`src/rtl/nano_bus_pkg.sv`:
```
// Shared types and defaults for the nano2 data-bus arbiter.
package nano_bus_pkg;

    localparam int NANO_WIDTHA = 16;
    localparam int NANO_WIDTHD = 32;

    localparam logic [31:0] ERR_DATA_DEFAULT = 32'hDEADBEEF;

    typedef enum logic [1:0] {
        IDLE,
        BUSY,
        LOCKED
    } arb_state_t;

endpackage

```
`src/rtl/rr_arbiter.sv`:
```
// Combinational round-robin pick: first requester after ptr, wrapping.
module rr_arbiter #(
    parameter int N  = 2,
    parameter int PW = (N > 1) ? $clog2(N) : 1
) (
    input  logic [N-1:0]  req,
    input  logic [PW-1:0] ptr,
    output logic [N-1:0]  gnt,
    output logic [PW-1:0] idx
);

    always_comb begin
        logic          found;
        logic [PW-1:0] j;
        found = 1'b0;
        gnt   = '0;
        idx   = ptr;
        j     = '0;
        for (int k = 1; k <= N; k++) begin
            j = PW'((int'(ptr) + k) % N);
            if (!found && req[j]) begin
                found  = 1'b1;
                gnt[j] = 1'b1;
                idx    = j;
            end
        end
    end

endmodule

```
`src/rtl/bus_arbiter.sv`:
```
// Round-robin owner of the nano2 data-bus slave side, with per-master
// lock and a waitrequest watchdog that aborts stuck transfers.
module bus_arbiter
    import nano_bus_pkg::*;
#(
    parameter int NMASTERS = 2,
    parameter int WIDTHA   = NANO_WIDTHA,
    parameter int WIDTHD   = NANO_WIDTHD,
    parameter int TIMEOUT  = 255,
    parameter logic [WIDTHD-1:0] ERR_DATA = WIDTHD'(ERR_DATA_DEFAULT)
) (
    input  logic                       clock,
    input  logic                       sreset,
    input  logic [NMASTERS*WIDTHA-1:0] m_address,
    input  logic [NMASTERS*WIDTHD-1:0] m_writedata,
    input  logic [NMASTERS-1:0]        m_read,
    input  logic [NMASTERS-1:0]        m_write,
    input  logic [NMASTERS-1:0]        m_lock,
    output logic [WIDTHD-1:0]          m_readdata,
    output logic [NMASTERS-1:0]        m_waitrequest,
    output logic [WIDTHA-1:0]          s_address,
    output logic [WIDTHD-1:0]          s_writedata,
    output logic                       s_read,
    output logic                       s_write,
    input  logic [WIDTHD-1:0]          s_readdata,
    input  logic                       s_waitrequest,
    output logic [NMASTERS-1:0]        grant,
    output logic                       err_timeout,
    input  logic                       err_clear
);

    localparam int PW  = $clog2(NMASTERS);
    localparam int WDW = (TIMEOUT > 0) ? $clog2(TIMEOUT + 1) : 1;

    arb_state_t          state;
    logic [NMASTERS-1:0] req;
    logic [NMASTERS-1:0] pick;
    logic [PW-1:0]       pick_idx;
    logic [PW-1:0]       ptr;
    logic [PW-1:0]       g_idx;
    logic [WDW-1:0]      wd_cnt;
    logic                own_rd;
    logic                own_wr;
    logic                own_req;
    logic                own_lock;
    logic                active;
    logic                abort;
    logic                done;

    assign req = m_read | m_write;

    rr_arbiter #(
        .N  (NMASTERS),
        .PW (PW)
    ) u_rr (
        .req (req),
        .ptr (ptr),
        .gnt (pick),
        .idx (pick_idx)
    );

    always_comb begin
        g_idx = '0;
        for (int i = 0; i < NMASTERS; i++)
            if (grant[i]) g_idx = PW'(i);
    end

    assign own_rd   = |(m_read & grant);
    assign own_wr   = |(m_write & grant);
    assign own_lock = |(m_lock & grant);
    assign own_req  = own_rd | own_wr;

    // A locked owner that requests again is forwarded in the same cycle.
    assign active = (state == BUSY) || (state == LOCKED && own_req);
    assign abort  = (TIMEOUT > 0) && active
                    && (wd_cnt == WDW'(TIMEOUT));

    assign s_read      = active & ~abort & own_rd;
    assign s_write     = active & ~abort & own_wr;
    assign s_address   = m_address[g_idx*WIDTHA +: WIDTHA];
    assign s_writedata = m_writedata[g_idx*WIDTHD +: WIDTHD];
    assign done        = (s_read | s_write) & ~s_waitrequest;

    assign m_readdata = (abort && own_rd) ? ERR_DATA : s_readdata;

    always_comb begin
        m_waitrequest = '0;
        for (int i = 0; i < NMASTERS; i++)
            m_waitrequest[i] = req[i]
                & (~grant[i] | (s_waitrequest & ~abort));
    end

    always_ff @(posedge clock) begin
        if (sreset) begin
            state       <= IDLE;
            grant       <= '0;
            ptr         <= PW'(NMASTERS - 1);
            wd_cnt      <= '0;
            err_timeout <= 1'b0;
        end else begin
            if (abort)
                err_timeout <= 1'b1;
            else if (err_clear)
                err_timeout <= 1'b0;

            unique case (state)
                IDLE: begin
                    wd_cnt <= '0;
                    if (|req) begin
                        grant <= pick;
                        ptr   <= pick_idx;
                        state <= BUSY;
                    end
                end
                BUSY, LOCKED: begin
                    if (abort) begin
                        state  <= IDLE;
                        grant  <= '0;
                        wd_cnt <= '0;
                    end else if (own_req && !done) begin
                        state  <= BUSY;
                        wd_cnt <= wd_cnt + WDW'(s_waitrequest);
                    end else if (own_lock) begin
                        state  <= LOCKED;
                        wd_cnt <= '0;
                    end else begin
                        state  <= IDLE;
                        grant  <= '0;
                        wd_cnt <= '0;
                    end
                end
                default: begin
                    state  <= IDLE;
                    grant  <= '0;
                    wd_cnt <= '0;
                end
            endcase
        end
    end

endmodule

```
`config.mk`:
```
export PLATFORM = sky130hd
export DESIGN_NAME = bus_arbiter
export DESIGN_NICKNAME = d
export VERILOG_FILES = /design/src/rtl/nano_bus_pkg.sv /design/src/rtl/rr_arbiter.sv /design/src/rtl/bus_arbiter.sv
export SDC_FILE = /design/constraint.sdc
export NUM_CORES = 1
export LEC_CHECK = 0
export BUFFER_PORTS_ARGS = -buffer_cell sky130_fd_sc_hd__buf_4
export CAP_MARGIN = 20
export CORE_AREA = 4 4 85 87
export CTS_BUF_LIST = sky130_fd_sc_hd__clkbuf_4 sky130_fd_sc_hd__clkbuf_8
export CTS_CLUSTER_SIZE = 10
export DETAILED_ROUTE_END_ITERATION = 6
export DIE_AREA = 0 0 89 91
export GPL_ROUTABILITY_DRIVEN = 0
export PLACE_DENSITY = 0.69
export SYNTH_ARGS = -nofsm -noshare
export SYNTH_HDL_FRONTEND = slang
export SYNTH_HIERARCHICAL = 1
export SYNTH_SLANG_ARGS = --single-unit
```
`constraint.sdc`:
```
create_clock -name clock -period 2.25 [get_ports clock]
set_input_delay 0.1125 -clock clock [delete_from_list [all_inputs] [get_ports clock]]
set_output_delay 0.1125 -clock clock [all_outputs]
set_load 0.02 [all_outputs]
```
## Word-level counts from Yosys, hierarchy flattened

Cells that the tools add are included.

| word-level totals | value |
|---|---|
| bits in writable memories | 0 |
| latch bits | 0 |
| word-level logic and storage cells | 90 |
| bits in read-only memories | 0 |
| register bits after elaboration | 14 |
| memories kept | 0 |

| cells by class | value |
|---|---|
| $lt $le $gt $ge | 4 |
| $mul | 0 |
| reductions and logical operators | 21 |
| shift-type cells | 2 |
| bitwise logic cells | 22 |
| muxes and demuxes | 27 |
| div/mod/pow operators | 0 |
| equality and inequality tests | 6 |
| add/subtract/negate cells | 3 |

Operators with widths:

| cell | count |
|---|---|
| variable part select 64 x 7 -> 32 bit | 1 |
| 2-to-1 mux 32 bit | 1 |
| variable part select 32 x 6 -> 16 bit | 1 |
| 2-to-1 mux 2 bit | 10 |
| 2-to-1 mux 1 bit | 12 |
| OR reduction 2 bit | 5 |
| adder 8 x 1 -> 8 bit | 1 |
| equality test 8 bit, second input constant | 1 |
| case mux 2 bit (2 select lines) | 2 |
| AND 1 bit | 7 |
| logical AND 1 bit | 7 |
| AND 2 bit | 3 |
| != test 3 bit, second input constant | 2 |
| NOT 1 bit | 6 |
| AND reduction 3 bit | 2 |
| less-than comparator 1 x 2 -> 1 bit, second input constant | 2 |
| bitwise OR 1 bit | 4 |
| bitwise OR 2 bit | 2 |
| nonzero test 2 bit | 2 |
| OR reduction 4 bit | 1 |
| adder 1 bit, second input constant | 2 |
| demux 1 bit (select 1 bit) | 2 |
| equality test 2 x 1 -> 1 bit, second input constant | 1 |
| equality test 2 bit, second input constant | 1 |
| 5 further kinds | 7 |

## Longest topological paths before layout

Gate-level depths: netlist (run 1).

| depth | value |
|---|---|
| depth after elaboration | 16 |
| gate-level depth with buffers | 8 |
| depth with buffers taken out | 7 |

## Modules after synthesis

Netlist (run 1), hierarchy kept.

Modules (own cells, without submodules):

| module | instances | cells each | seq. area each (um^2) | area each (um^2) |
|---|---|---|---|---|
| bus_arbiter | 1 | 188 | 280.3 | 1652.8 |
| rr_arbiter | 1 | 5 | 0.0 | 28.8 |

## Worst setup path after synthesis (run 1)

No wires, ideal clock.

| timing | value |
|---|---|
| path kind | reg-to-reg |
| start | register state[0] |
| end | register wd_cnt[6] |
| buffers on the path | 1 |
| setup time | 0.062 ns |
| data arrival time | 1.573 ns |
| cell stages (with the launch flop) | 9 |
| slack | 0.615 ns |
| cell sequence | dfxtp_1 > inv_1 > ha_1 > nand2_1 > o221ai_2 > a21bo_1 > or3_1 > buf_4 > nor2_2 |

| between the ends | value |
|---|---|
| word-level cells in the longest chain between the ends | 13 |
| elaborated cells on any way between the ends | 17 |

RTL lines:

| element | RTL line | source |
|---|---|---|
| start, declared | bus_arbiter.sv:35 | `arb_state_t state;` |
| start signal, assigned | bus_arbiter.sv:95 | `state <= IDLE;` |
| start signal, assigned | bus_arbiter.sv:112 | `state <= BUSY;` |
| start signal, assigned | bus_arbiter.sv:117 | `state <= IDLE;` |
| equality test 2 bit | bus_arbiter.sv:74, bus_arbiter.sv:106 |  |
| logical AND 1 bit | bus_arbiter.sv:74 | `assign active = (state == BUSY) \|\| (state == LOCKED && own_req);` |
| logical OR 1 bit | bus_arbiter.sv:74 |  |
| logical AND 1 bit | bus_arbiter.sv:76 | `&& (wd_cnt == WDW'(TIMEOUT));` |
| NOT 1 bit | bus_arbiter.sv:78, bus_arbiter.sv:79 |  |
| AND 1 bit | bus_arbiter.sv:78, bus_arbiter.sv:79 |  |
| AND 1 bit (on tied branches) | bus_arbiter.sv:78, bus_arbiter.sv:79 |  |
| bitwise OR 1 bit | bus_arbiter.sv:82 | `assign done = (s_read \| s_write) & ~s_waitrequest;` |
| AND 1 bit | bus_arbiter.sv:82 |  |
| zero test 1 bit | bus_arbiter.sv:120 | `end else if (own_req && !done) begin` |
| logical AND 1 bit | bus_arbiter.sv:120 |  |
| NOT 1 bit (no source line) | - |  |
| OR reduction 4 bit (no source line) (*) | - |  |
| end signal, assigned | bus_arbiter.sv:122 | `wd_cnt <= wd_cnt + WDW'(s_waitrequest);` |
| end, declared | bus_arbiter.sv:41 | `logic [WDW-1:0] wd_cnt;` |

Every way passes the cells marked *; elsewhere a longest branch is shown, timed or not.
A chain may end at the register's enable or synchronous reset.

## Worst setup path in the final report (run 1)

| timing | value |
|---|---|
| start | register state[0] |
| end | output m_readdata[29] |

| between the ends | value |
|---|---|
| word-level cells in the longest chain between the ends | 6 |
| elaborated cells on any way between the ends | 7 |

RTL lines:

| element | RTL line | source |
|---|---|---|
| equality test 2 bit | bus_arbiter.sv:74 |  |
| logical AND 1 bit | bus_arbiter.sv:74 |  |
| logical OR 1 bit (*) | bus_arbiter.sv:74 |  |
| logical AND 1 bit (*) | bus_arbiter.sv:76 |  |
| logical AND 1 bit (*) | bus_arbiter.sv:84 | `assign m_readdata = (abort && own_rd) ? ERR_DATA : s_readdata;` |
| 2-to-1 mux 32 bit (*) | bus_arbiter.sv:84 |  |
| end, declared | bus_arbiter.sv:19 | `output logic [WIDTHD-1:0] m_readdata,` |

Marks and branches as above.

==> results.cfg, run 1 <==
[outcome]
status = finished, final reports clean

[timing]
fin_crit_ns = 1.97
fmax_mhz = 508
slew-limit-headroom = 0.720
drv_slew = 0
post-route-period-util = 0.874
finalSetupViolCount = 0
worst_pin_slew_ns = 0.419
grt_setup_unrepaired = false
setup_tns_ns = 0
finalHoldViolCount = 0
fin_skew_ns = 0.00190

[power]
vdd_drop_max_mv = 0.190
p_sw_mw = 0.470
leakagePower_nw = 1.74
switching_share = 0.355
p_comb_frac = 0.606
internal-power_mw = 0.854
p_seq_frac = 0.205
powerDensity_nw_per_um2 = 380
p_clk_frac = 0.189

[layout]
drive_above_1_share = 0.712
antenna_cells = 0
final_area_um2 = 3490
area_growth_pct = 107
final_nets = 558
fillers = 614

[synthesis]
synth_nets = 337
ys_async_sr_fraction = 0
synth_ff_type = dfxtp_1
synth-seq-cells = 14
seq_area_frac_synth = 0.167
syn_inst = 193
synth_edf_count = 0
yosysWarnings = 6
synth_cell_types = 38
syn_area_um2 = 1680
syn_avg_cell_area_um2 = 8.71

[critical_path]
r2r_setup_slack_ns = 0.41
endpoint_kind = primary output
crit_type = flop to primary output
crit_chain = inv_1, ha_1, nand2_1, o221ai_2, nand3_1, buf_4, and2_1, buf_4
arrival_ns = 1.86
required_ns = 2.14
critPathMaxStageDelay_ns = 0.38
slowest_stage = dfxtp_1
cp_max_fo = 32
r2r-start = state[0]$_SDFFE_PP0N_
crit_top_cell = buf_4
start_kind = flop
crit_start = state[0]$_SDFFE_PP0N_

[clock_tree]
postCtsHoldBufs = 0
h-tree-depth = 1
clk_pin_slew_ns = 0.06
post_cts_buffers = 0
tritoncts = built
clk_latency_ns = 0.25
numCtsBuffers = 3
clock_path_buffers = 2
cts_resized = 0
cts_root_buffer = clkbuf_8
clock_sink_count = 14

[routing]
drtIter0Drc = 32
drt_wl_total_um = 7900
wl_per_cell_um = 16.1
vias = 2191
firstDrtPassIters = 4
ant_nets = 0
drc = 0
viasPerCell = 4.47

[die]
core_um2 = 6350
pin_count = 225
start_util = 0.265
placementRows = 29
fp.dieArea_um2 = 8100
die_y_um = 91
die_w_um = 89

[global_route]
gr-total-overflow = 0
track_usage = 0.174
grt_pass1_vias = 2212
antenna_found_initial = 0
grt_max_degree = 35
grt_pass1_wl_um = 11100

[hold_path]
hold_path_class = primary input to flop
hold_start = sreset

[placement]
hpwl_um = 6920
dpl_cell_area_um2 = 3430
port_buffers = 224

[run]
max_cap_violations = 0
==> worst max-delay path, delay by kind of cell, from the launching register on <==
kind / cells / cell delay, ns
flip-flops: 1 / 0.38
buffers and inverters: 3 / 0.51
AO/OA/AOI/OAI: 1 / 0.12
AND/OR/NAND/NOR: 3 / 0.37
adder cells (fa/ha/maj): 1 / 0.22
==> worst paths after layout <==
path | cells past startpoint | to
setup / recovery | 8 | m_readdata[29]
hold / removal | 2 | err_timeout$_SDFFE_PP0P_
setup reg to reg | 7 | wd_cnt[0]$_SDFF_PP0_
hold reg to reg | 2 | err_timeout$_SDFFE_PP0P_
==> cell type report <==
class | count | area [um2] | area share
Clock buffer | 4 | 55.1 | 0.0158
Inverter | 9 | 33.8 | 0.00968
Multi-Input combinational cell | 159 | 1320 | 0.378
Sequential cell | 14 | 282 | 0.0807
Tap cell | 77 | 96.3 | 0.0276
Timing Repair Buffer | 227 | 1700 | 0.489
==> per-layer routing <==
layer / global-route usage / routed length [um]
met2: 0.320 / 4100
met4: 0.0558 / 173
met5: 0 / 0
met1: 0.180 / 2610
met3: 0.0606 / 1020
==> registers in the layout (all words and copies together), names as in the netlist <==
name,count
grant,2
wd_cnt,8
state,2
err_timeout,1
ptr,1
==> cell usage after synthesis, types with 4 or more instances <==
library cell | count | area share
a21oi_1 | 5 | 0.015
dfxtp_1 | 14 | 0.17
nand2_1 | 10 | 0.022
nand2b_1 | 28 | 0.10
and2_1 | 11 | 0.041
mux2_2 | 48 | 0.32
nor2_2 | 6 | 0.022
ha_1 | 6 | 0.045
nand3_1 | 5 | 0.015
buf_1 | 5 | 0.011
nor2_1 | 4 | 0.0089
xor2_1 | 5 | 0.026
inv_1 | 9 | 0.020
==> stage by stage <==
stage               cells  power (mW)  utilization  setup WS [ns]  hold WS [ns]
finish                490        1.32        0.549          0.282        0.0829
CTS                   490        1.34        0.549          0.266        0.0798
global placement      486        1.08        0.541          0.467         0.343
global route          490        1.40        0.549          0.123        0.0918
floorplan             193       0.674            -          0.615         0.182
detailed placement    486        1.09        0.541          0.418         0.346
==> power by group through the flow <==
stage               Clock, mW  Combinational, mW  Sequential [mW]
floorplan                   0              0.399            0.275
global placement            0              0.803            0.276
detailed placement          0              0.809            0.276
CTS                     0.255              0.813            0.271
global route            0.267              0.857            0.272
finish                  0.250              0.803            0.271
==> cells in the final DEF, fill, tap and decap left out, types with 2 or more instances in the layout <==
| cell type | n |
|---|---|
| a21boi_0 | 2 |
| a21oi_1 | 5 |
| a22oi_1 | 3 |
| and2_1 | 11 |
| buf_4 | 227 |
| clkbuf_8 | 4 |
| dfxtp_1 | 13 |
| ha_1 | 6 |
| inv_1 | 9 |
| mux2_2 | 48 |
| mux2i_1 | 2 |
| nand2_1 | 10 |
| nand2b_1 | 28 |
| nand3_1 | 5 |
| nand4_1 | 2 |
| nor2_1 | 4 |
| nor2_2 | 6 |
| nor2_4 | 3 |
| nor2b_1 | 2 |
| o21ai_0 | 2 |
| xor2_1 | 5 |
==> kinds of logic (layout without fill, tap and decap cells) <==
logic type / Yosys count / after routing / synth area share
and+or+nand+nor: 78 / 78 / 0.288
muxes: 50 / 50 / 0.333
buffers and inverters: 20 / 240 / 0.0498
AOI/OAI and AO/OA: 19 / 19 / 0.0863
DFF: 14 / 14 / 0.167
adders and majority gates: 6 / 6 / 0.0446
xor gates and xnor gates: 6 / 6 / 0.0312
Power figures use the tool's default switching activity.
==> run 2: changes to the inputs <==
- CAP_MARGIN: 20 -> 40
- CELL_PAD_IN_SITES_DETAIL_PLACEMENT: not set -> 1
- CELL_PAD_IN_SITES_GLOBAL_PLACEMENT: not set -> 2
- CORE_AREA: 4 4 85 87 -> not set
- CORE_MARGIN: not set -> 4
- CORE_UTILIZATION: not set -> 14
- DIE_AREA: 0 0 89 91 -> not set
- MAX_ROUTING_LAYER: not set -> met4
- PLACE_DENSITY: 0.69 -> not set
- PLACE_DENSITY_LB_ADDON: not set -> 0.1
==> results.cfg, run 2 (synthesis results as in run 1) <==
[die]
die_w_um = 118
start_util = 0.145
fp.dieArea_um2 = 13800
pin_count = 225
core_um2 = 11600
placementRows = 39
die_y_um = 118

[layout]
area_growth_pct = 112
final_area_um2 = 3570
top_register = wd_cnt
final_common_cell = buf_4
layout.cells.non_filler = 556
top_regs = wd_cnt: 8 flops, grant: 2 flops, state: 2 flops
mostFrequentLayoutCells = buf_4, mux2_2, nand2b_1
final_nets = 558
fillers = 1376
largest_reg_flops = 8
antenna_cells = 0
drive_above_1_share = 0.712

[critical_path]
crit_top_cell = buf_4
crit_chain = inv_1, ha_1, nand2_1, o221ai_2, nand3_1, buf_4, and2_1, buf_4
cp_max_fo = 32
crit_buf_inv = 3
start_kind = flop
critPathMaxStageDelay_ns = 0.38
arrival_ns = 1.89
endpoint_kind = primary output
r2r_setup_slack_ns = 0.41
crit_type = flop to primary output
required_ns = 2.14
cp_top_family = buffers and inverters
slowest_stage = dfxtp_1

[global_route]
grt_max_degree = 40
grt_pass1_vias = 2517
gr-total-overflow = 0
grt_pass1_wl_um = 14000
antenna_found_initial = 0
track_usage = 0.131

[clock_tree]
clock_path_buffers = 2
cts_resized = 0
clock_sink_count = 14
post_cts_buffers = 0
numCtsBuffers = 3
h-tree-depth = 1
postCtsHoldBufs = 0
tritoncts = built
cts_root_buffer = clkbuf_8
clk_pin_slew_ns = 0.06
clk_latency_ns = 0.24

[timing]
slew-limit-headroom = 0.678
setup_ws_ns = 0.247
finalHoldViolCount = 0
fmax_mhz = 499
finalSetupViolCount = 0
setup_tns_ns = 0
grt_setup_unrepaired = false
fin_crit_ns = 2.00
holdWs_ns = 0.105
worst_pin_slew_ns = 0.483
post-route-period-util = 0.890
fin_skew_ns = 0.00287
drv_slew = 0

[power]
leakagePower_nw = 1.74
powerDensity_nw_per_um2 = 372
vdd_drop_max_mv = 0.135

[placement]
dpl_cell_area_um2 = 3520
hpwl_um = 8230
dp_slack_ns = 0.371
port_buffers = 224
dp_cells = 552

[routing]
wl_per_cell_um = 16.7
viasPerCell = 4.09
ant_nets = 0
drc = 0
vias = 2275
drtIter0Drc = 66
drt_wl_total_um = 9270
firstDrtPassIters = 4

[hold_path]
hold_path_class = primary input to flop

[run]
max_cap_violations = 0

[outcome]
status = finished, final reports clean
[run 2: metal layers]
layer / vias to the layer above / GRT usage / part of all wire
met5: - / - / 0
met4: 0 / 0.0198 / 0.0083
met3: 4 / 0.0413 / 0.085
met2: 138 / 0.245 / 0.54
met1: 1031 / 0.138 / 0.37
li1: 1102 / - / -
[run 2: where the power goes]
| part | switching, mW | internal, mW | total, mW |
|---|---|---|---|
| logic | 0.369 | 0.441 | 0.810 |
| registers | 0.0153 | 0.258 | 0.274 |
| clock network | 0.0908 | 0.155 | 0.246 |
[run 2: worst reg2reg max path, stage by stage, from the launching register on]
cell      delay, ns
dfxtp_1        0.38
inv_1          0.08
ha_1           0.22
nand2_1        0.09
o221ai_2       0.13
a21bo_1        0.24
or3_1          0.49
nor2_2         0.15
[run 2: area by class of cell]
cell class | instances | area (um2) | area share
Multi-Input combinational cell | 159 | 1320 | 0.369
Clock buffer | 4 | 55.1 | 0.0154
Tap cell | 143 | 179 | 0.0501
Timing Repair Buffer | 227 | 1700 | 0.477
Inverter | 9 | 33.8 | 0.00946
Sequential cell | 14 | 282 | 0.0788
[run 2: final timing paths]
path	start	to	cells past startpoint
max	state[0]$_SDFFE_PP0N_	m_readdata[8]	8
min	sreset	err_timeout$_SDFFE_PP0P_	2
max reg2reg	state[0]$_SDFFE_PP0N_	wd_cnt[7]$_SDFF_PP0_	7
min reg2reg	err_timeout$_SDFFE_PP0P_	err_timeout$_SDFFE_PP0P_	2
[run 2: per-stage QoR]
step                      utilization  power [mW]
after CTS                       0.309        1.36
after global routing            0.309        1.42
after detailed placement        0.304        1.10
after floorplan                     -       0.674
final                           0.309        1.33
after global placement          0.304        1.10
==> run 3: changes to the inputs <==
- CAP_MARGIN: 40 -> 10
- RECOVER_POWER: not set -> 100
==> results.cfg, run 3 (synthesis results as in run 1) <==
[global_route]
antenna_found_initial = 0
grt_pass1_vias = 2517
grt_pass1_wl_um = 14000
grt_max_degree = 40
track_usage = 0.131
gr-total-overflow = 0

[routing]
vias = 2272
wl_per_cell_um = 16.6
ant_nets = 0
viasPerCell = 4.09
drc = 0
firstDrtPassIters = 4
drt_wl_total_um = 9200
drtIter0Drc = 66

[die]
core_um2 = 11600
die_w_um = 118
fp.dieArea_um2 = 13800
die_y_um = 118
start_util = 0.145
placementRows = 39
pin_count = 225

[layout]
antenna_cells = 0
largest_reg_flops = 8
area_growth_pct = 97.4
top_regs = wd_cnt: 8 flops, grant: 2 flops, state: 2 flops
final_common_cell = buf_4
mostFrequentLayoutCells = buf_4, mux2_2, clkbuf_1
drive_above_1_share = 0.596
final_nets = 558
fillers = 1418
top_register = wd_cnt

[clock_tree]
clock_path_buffers = 2
tritoncts = built
numCtsBuffers = 3
post_cts_buffers = 0
cts_root_buffer = clkbuf_8
clock_sink_count = 14
clk_pin_slew_ns = 0.06
clk_latency_ns = 0.24
postCtsHoldBufs = 0
cts_resized = 0
h-tree-depth = 1

[critical_path]
required_ns = 2.14
cp_max_fo = 32
arrival_ns = 1.90
start_kind = flop
endpoint_kind = primary output
crit_type = flop to primary output

[outcome]
status = finished, final reports clean

[timing]
drv_slew = 0
slew-limit-headroom = 0.585
holdWs_ns = 0.105
fin_skew_ns = 0.00295
setup_tns_ns = 0
fmax_mhz = 497
post-route-period-util = 0.895
finalHoldViolCount = 0
finalSetupViolCount = 0
grt_setup_unrepaired = false
worst_pin_slew_ns = 0.622
fin_crit_ns = 2.01

[power]
leakagePower_nw = 1.55
powerDensity_nw_per_um2 = 374
vdd_drop_max_mv = 0.135

[placement]
port_buffers = 224
hpwl_um = 8230

[hold_path]
hold_path_class = primary input to flop

[run]
max_cap_violations = 0
-- run 3: area by class of cell --
type	count	area, um2	area share
clock buffers	4	55.1	0.0166
repair buffers	227	1450	0.438
flip-flops and latches	14	280	0.0844
well taps	143	179	0.0539
multi-input cells	159	1320	0.397
inverters	9	33.8	0.0102
-- run 3: power by group --
group          internal (mW)  switching (mW)  total (mW)  leakage (nW)
combinational          0.355           0.366       0.721          1.41
clock                  0.155          0.0909       0.246        0.0288
sequential             0.258          0.0152       0.273         0.114
-- run 3: path summary, 6_finish.rpt --
path	slack, ns	cells past startpoint	startpoint	end
max reg2reg	0.41	7	state[0]$_SDFFE_PP0N_	wd_cnt[7]$_SDFF_PP0_
min	0.10	2	sreset	err_timeout$_SDFFE_PP0P_
max	0.24	8	state[0]$_SDFFE_PP0N_	m_readdata[17]
min reg2reg	0.50	2	err_timeout$_SDFFE_PP0P_	err_timeout$_SDFFE_PP0P_
-- run 3: through the flow --
stage	instances	power (mW)	cell area, um2	setup slack [ns]	util
6_report	556	1.24	3320	0.237	0.287
5_1_grt	556	1.33	3320	0.0194	0.287
4_1_cts	556	1.36	3570	0.197	0.309
3_5_place_dp	552	1.10	3520	0.371	0.304
3_3_place_gp	552	1.10	3520	0.454	0.304
2_1_floorplan	193	0.674	1680	0.615	-
-- run 3: layer usage --
metal	wire (um)	vias to the layer above	part of all wire	global-route usage
met5	0	-	0	-
met4	77	0	0.0084	0.0198
met3	736	4	0.080	0.0413
met2	4930	139	0.54	0.245
met1	3460	1023	0.38	0.138
li1	-	1106	-	-
-- run 3: critical path: stages, from the launching register on --
cell and delay, ns:
dfxtp_1 0.38, inv_1 0.08, ha_1 0.22, nand2_1 0.09, o221ai_2 0.13, nand3_1 0.11, buf_4 0.29, and2_1 0.18
clkbuf_2 0.16
